**src/rtl/band_relay_writer.sv**
```systemverilog
`default_nettype none
// ============================================================================
// Module      : band_relay_writer
// Description : Serialises the requested band/PTT relay word into an external
//               74HC595 chain (sclk/sdo/load). The chain is rewritten only
//               when the request differs from the last settled word. Each
//               write is followed by a relay settle wait. tx_enable is raised
//               only once the settled word has the T/R relay in TX position,
//               and it is dropped immediately when PTT or run goes away.
// Ports       :
//   clock       in   system clock, single domain
//   reset       in   synchronous active-high reset
//   run         in   0 forces the request to band 0 with PTT off
//   band[2:0]   in   band code 0..7
//   ptt         in   push-to-talk request
//   relay_sclk  out  shift clock to the relay chain
//   relay_sdo   out  serial data, MSB first, changes while sclk is low
//   relay_load  out  storage-register latch strobe, active high
//   busy        out  high whenever a write or settle is in progress
//   tx_enable   out  high when the relays are confirmed in TX position
// Revision    : 1.0 - initial release
// ============================================================================
module band_relay_writer #(
  parameter int CLK_DIV       = 8,
  parameter int SETTLE_CYCLES = 122880
) (
  input  logic       clock,
  input  logic       reset,
  input  logic       run,
  input  logic [2:0] band,
  input  logic       ptt,
  output logic       relay_sclk,
  output logic       relay_sdo,
  output logic       relay_load,
  output logic       busy,
  output logic       tx_enable
);

  localparam int DIV_W    = (CLK_DIV > 1) ? $clog2(CLK_DIV) : 1;
  localparam int SETTLE_W = (SETTLE_CYCLES > 1) ? $clog2(SETTLE_CYCLES) : 1;

  localparam logic [DIV_W-1:0]    DIV_LAST    = DIV_W'(CLK_DIV - 1);
  localparam logic [DIV_W-1:0]    DIV_ONE     = DIV_W'(1);
  localparam logic [SETTLE_W-1:0] SETTLE_LAST = SETTLE_W'(SETTLE_CYCLES - 1);
  localparam logic [SETTLE_W-1:0] SETTLE_ONE  = SETTLE_W'(1);
  localparam logic [3:0]          BIT_LAST    = 4'd15;
  // Not a word any request can produce, so the first request after reset
  // always differs and forces a write.
  localparam logic [15:0]         SENT_RESET  = 16'hFFFF;

  typedef enum logic [1:0] {
    IDLE   = 2'd0,
    SHIFT  = 2'd1,
    LOAD   = 2'd2,
    SETTLE = 2'd3
  } state_t;

  // --------------------------------------------------------------------------
  // Input capture. run is folded in here so the request is already forced to
  // band 0 / PTT off when the link is not running.
  // --------------------------------------------------------------------------
  logic [2:0] band_q;
  logic       ptt_q;
  logic       req_valid;

  always_ff @(posedge clock) begin
    if (reset) begin
      band_q    <= 3'd0;
      ptt_q     <= 1'b0;
      req_valid <= 1'b0;
    end else begin
      band_q    <= run ? band : 3'd0;
      ptt_q     <= run & ptt;
      // The captured inputs are only meaningful from the cycle after reset
      // is released; before that band_q/ptt_q hold reset values.
      req_valid <= 1'b1;
    end
  end

  logic [7:0] band_onehot;

  for (genvar i = 0; i < 8; i++) begin : g_onehot
    assign band_onehot[i] = (band_q == 3'(i));
  end

  logic [15:0] request;
  assign request = {7'b0, ptt_q, band_onehot};

  // --------------------------------------------------------------------------
  // FSM and datapath registers
  // --------------------------------------------------------------------------
  state_t              state,        state_next;
  logic [15:0]         shift_reg,    shift_next;
  logic [15:0]         word_latched, word_next;
  logic [15:0]         sent_word,    sent_next;
  logic [DIV_W-1:0]    div_cnt,      div_next;
  logic [3:0]          bit_cnt,      bit_next;
  logic [SETTLE_W-1:0] settle_cnt,   settle_next;
  logic                sclk_q,       sclk_next;
  logic                load_q,       load_next;
  logic                tx_q,         tx_next;

  always_ff @(posedge clock) begin
    if (reset) begin
      state        <= IDLE;
      shift_reg    <= 16'd0;
      word_latched <= 16'd0;
      sent_word    <= SENT_RESET;
      div_cnt      <= '0;
      bit_cnt      <= 4'd0;
      settle_cnt   <= '0;
      sclk_q       <= 1'b0;
      load_q       <= 1'b0;
      tx_q         <= 1'b0;
    end else begin
      state        <= state_next;
      shift_reg    <= shift_next;
      word_latched <= word_next;
      sent_word    <= sent_next;
      div_cnt      <= div_next;
      bit_cnt      <= bit_next;
      settle_cnt   <= settle_next;
      sclk_q       <= sclk_next;
      load_q       <= load_next;
      tx_q         <= tx_next;
    end
  end

  always_comb begin
    state_next  = state;
    shift_next  = shift_reg;
    word_next   = word_latched;
    sent_next   = sent_word;
    div_next    = div_cnt;
    bit_next    = bit_cnt;
    settle_next = settle_cnt;
    sclk_next   = sclk_q;
    load_next   = load_q;
    tx_next     = tx_q;

    case (state)
      IDLE: begin
        if (req_valid && (request != sent_word)) begin
          shift_next = request;
          word_next  = request;
          div_next   = '0;
          bit_next   = 4'd0;
          sclk_next  = 1'b0;
          state_next = SHIFT;
        end
      end

      SHIFT: begin
        // Each half-period lasts CLK_DIV cycles. The register shifts on the
        // falling transition, so sdo moves only while sclk is low.
        if (div_cnt == DIV_LAST) begin
          div_next  = '0;
          sclk_next = ~sclk_q;
          if (sclk_q) begin
            shift_next = {shift_reg[14:0], 1'b0};
            if (bit_cnt == BIT_LAST) begin
              bit_next   = 4'd0;
              load_next  = 1'b1;
              state_next = LOAD;
            end else begin
              bit_next = bit_cnt + 4'd1;
            end
          end
        end else begin
          div_next = div_cnt + DIV_ONE;
        end
      end

      LOAD: begin
        if (div_cnt == DIV_LAST) begin
          div_next    = '0;
          load_next   = 1'b0;
          settle_next = '0;
          state_next  = SETTLE;
        end else begin
          div_next = div_cnt + DIV_ONE;
        end
      end

      SETTLE: begin
        if (settle_cnt == SETTLE_LAST) begin
          settle_next = '0;
          sent_next   = word_latched;
          state_next  = IDLE;
        end else begin
          settle_next = settle_cnt + SETTLE_ONE;
        end
      end

      default: begin
        state_next = IDLE;
      end
    endcase

    // Dropping keying never waits for the relays; raising it requires the
    // settled word to match the live request with the T/R bit set.
    if (!ptt_q || !run) begin
      tx_next = 1'b0;
    end else if ((state == IDLE) && sent_word[8] && (request == sent_word)) begin
      tx_next = 1'b1;
    end
  end

  // --------------------------------------------------------------------------
  // Outputs. shift_reg is fully shifted out (all zero) by the end of SHIFT and
  // is cleared by reset, so its MSB is already zero outside SHIFT.
  // --------------------------------------------------------------------------
  assign relay_sclk = sclk_q;
  assign relay_sdo  = shift_reg[15];
  assign relay_load = load_q;
  assign busy       = (state != IDLE);
  assign tx_enable  = tx_q;

endmodule
`default_nettype wire

```
**config.mk**
```make
export PLATFORM = sky130hd
export DESIGN_NAME = band_relay_writer
export DESIGN_NICKNAME = d
export VERILOG_FILES = /design/src/rtl/band_relay_writer.sv
export SDC_FILE = /design/constraint.sdc
export NUM_CORES = 1
export LEC_CHECK = 0
export ABC_AREA = 1
export ABC_CLOCK_PERIOD_IN_PS = 2850
export CAP_MARGIN = 10
export CORE_ASPECT_RATIO = 0.8
export CORE_MARGIN = 5
export CORE_UTILIZATION = 30
export DETAILED_ROUTE_END_ITERATION = 6
export PLACE_DENSITY = 0.43
export SLEW_MARGIN = 20
export SYNTH_ARGS = -nofsm -noshare
export SYNTH_HDL_FRONTEND = slang
export SYNTH_SLANG_ARGS = --single-unit
```
**constraint.sdc**
```tcl
create_clock -name clock -period 2.85 [get_ports clock]
set_clock_uncertainty 0.1 [all_clocks]
set_input_delay 0.57 -clock clock [delete_from_list [all_inputs] [get_ports clock]]
set_output_delay 0.57 -clock clock [all_outputs]
set_load 0.02 [all_outputs]
```
==> flow_summary.toml <==
[timing]
fin_crit_ps = 2507
setup-violations-final = 0
tns_ps = 0
hold_viol = 0
slew_headroom = 0.6677
rsz0062_at_grt = "no"
clock.fmax_mhz = 398.9
min_period_over_period = 0.8797
tightest_slew_ps = 497.3
slew_viol_final = 0
holdWs_ps = 362.4

[logic_synthesis]
synth_nets = 495
synth_cells = 479
synth.cell_area_mm2 = 0.003342
synth_edf_count = 0
ys_types = 29
synth-seq-area-share = 0.4133
syn_area_per_cell_um2 = 6.977
synth_flop_cell = "dfxtp_1"
synth-seq-cells = 69
yosys_warnings = 0
synthArstFlopShare = 0

[setup_path]
rr_endpoint = "settle_cnt[14]"
r2r-start = "state[0]"
ff2ff_path_depth = 12
cp-start-kind = "register"
worstPathArrival_ps = 1840
worstPathRequired_ps = 2180
rrSetupSlack_ps = 620
cp_max_fo = 4
cp-end-kind = "output pin"
crit_type = "reg2out"

[clock_tree]
cts.clk_slew.worst_paths_ps = 60
ctsRootBufferMaster = "clkbuf_16"
cts_tree = "done"
cts_setup_buffers = 0
insertion_delay_ps = 330
cts-resized-gates = 0
cts_made_buffers = 9
hold_buffers = 0
cts_max_level = 3
clock-sinks = 69
cts_max_path_buffers = 2

[layout]
nFillCells = 1204
final_common_cell = "nand2_1"
layout.area.seq_mm2 = 0.001381
postLayoutCellArea_mm2 = 0.003856
num_antenna_cells = 0
stdcell_count = 640
multi_input_area_mm2 = 0.001608
syn_to_final_growth_pct = 15.39
final_nets = 507
drive_above_1_share = 0.06250
largest_reg_flops = 17
final_cell_mix = "nand2_1 (111), nor2_1 (78), dfxtp_1 (69), inv_1 (59), nand3_1 (30)"

[die]
start_util = 0.3069
dieWidth_um = 128.0
die_h_um = 104.4
fp.dieArea_mm2 = 0.01336
top_level_ports = 12
rows = 34
core_area_mm2 = 0.01089

[grt]
grt_pass1_vias = 2684
grt_pass1_wl_mm = 12.85
grt_use_met1 = 0.1536
gr-total-overflow = 0
gr-usage-all-layers = 0.1188
busiest_layer = "met2"
met3_usage = 0.03439
grt_max_degree = 44
use_met2 = 0.1883
antenna_found_initial = 0

[min_path]
hold_class = "reg2reg"
min_from = "ptt_q"
holdPathEnd = "tx_enable"
whs_path_depth = 2

[detailed_routing]
drtIter0Drc = 147
avgViaCountPerCell = 4.436
dr.pass1.iters = 4
postRouteAntennaNets = 0
via_count = 2839
drt-total-wl_mm = 7.393
drc = 0
wire_per_inst_um = 11.55

[status]
status = "complete, no violations"

[job]
maxCapViolations = 0

[placed_design]
placed_cell_area_mm2 = 0.003568
io_buffers = 11
dp_cells = 624
dpl.hpwl_mm = 5.103
gp_congestion = 0.7503

[pwr]
p_leak_uw = 0.001714
vdd_drop_max_mv = 0.3976
powerDensity_mw_per_mm2 = 905.5
-- cells in the mapped netlist (all sizes together) (2+ instances only) --
library cell | number | share of area
a21oi | 25 | 0.040
nor3b | 2 | 0.0045
o211ai | 6 | 0.013
inv | 64 | 0.072
xnor2 | 4 | 0.010
nand2 | 113 | 0.13
nand3 | 32 | 0.053
ha | 9 | 0.034
buf | 9 | 0.025
nand4 | 13 | 0.024
xor2 | 9 | 0.024
nor2 | 78 | 0.088
clkbuf | 7 | 0.0079
or2 | 3 | 0.0056
dfxtp | 69 | 0.41
nor3 | 8 | 0.012
o21ai | 22 | 0.033
-- worst max path at each step --
stage | from | end | slack (ps) | cells past startpoint
final | state[0] | busy | 340 | 4
after global routing | state[0] | busy | 220 | 4
after CTS | state[0] | busy | 310 | 4
after detailed placement | state[0] | settle_cnt[14] | 630 | 12
after global placement | band_q[1] | shift_reg[5] | 630 | 10
after floorplan | state[0] | settle_cnt[14] | 850 | 12
-- final cells by class --
class | instances | area share
Multi-Input combinational cell | 329 | 0.4169
Sequential cell | 69 | 0.3582
Clock buffer | 15 | 0.06684
Inverter | 65 | 0.06327
Tap cell | 144 | 0.04672
Timing Repair Buffer | 17 | 0.04023
Clock inverter | 1 | 0.007787
-- stage by stage --
step / utilization / power [uW] / setup slack, ps
final: 0.3541 / 3492 / 342.9
after global routing: 0.3541 / 3783 / 215.1
after CTS: 0.3541 / 3558 / 312.2
after detailed placement: 0.3277 / 2431 / 634.2
after global placement: 0.3277 / 2427 / 627.6
after floorplan: - / 2213 / 847.6
-- worst max-delay path: stages (launching register included) --
cell	delay, ps
dfxtp_1	370
inv_1	100
ha_1	240
inv_1	150
clkdlybuf4s50_1	640
-- per-layer routing --
layer / vias to the layer above / part of all wire
met2: 34 / 0.45
met5: - / 0
li1: 1540 / -
met4: 0 / 0.017
met1: 1254 / 0.49
met3: 11 / 0.037
-- kinds of logic (layout without fill, tap and decap cells) --
logic type	Yosys count	count (layout)	share of synthesized area
fa+ha+maj	9	9	0.03370
flops	69	69	0.4133
xor+xnor	13	13	0.03407
simple gates	250	250	0.3175
compound gates	57	57	0.09585
buf+inv	81	98	0.1056
-- report_power, final --
part	internal (uW)	total, uW	switching [uW]
clock	703	1100	396
sequential	1140	1250	108
combinational	399	1140	741
No activity file was read; power rests on OpenSTA's default activity.
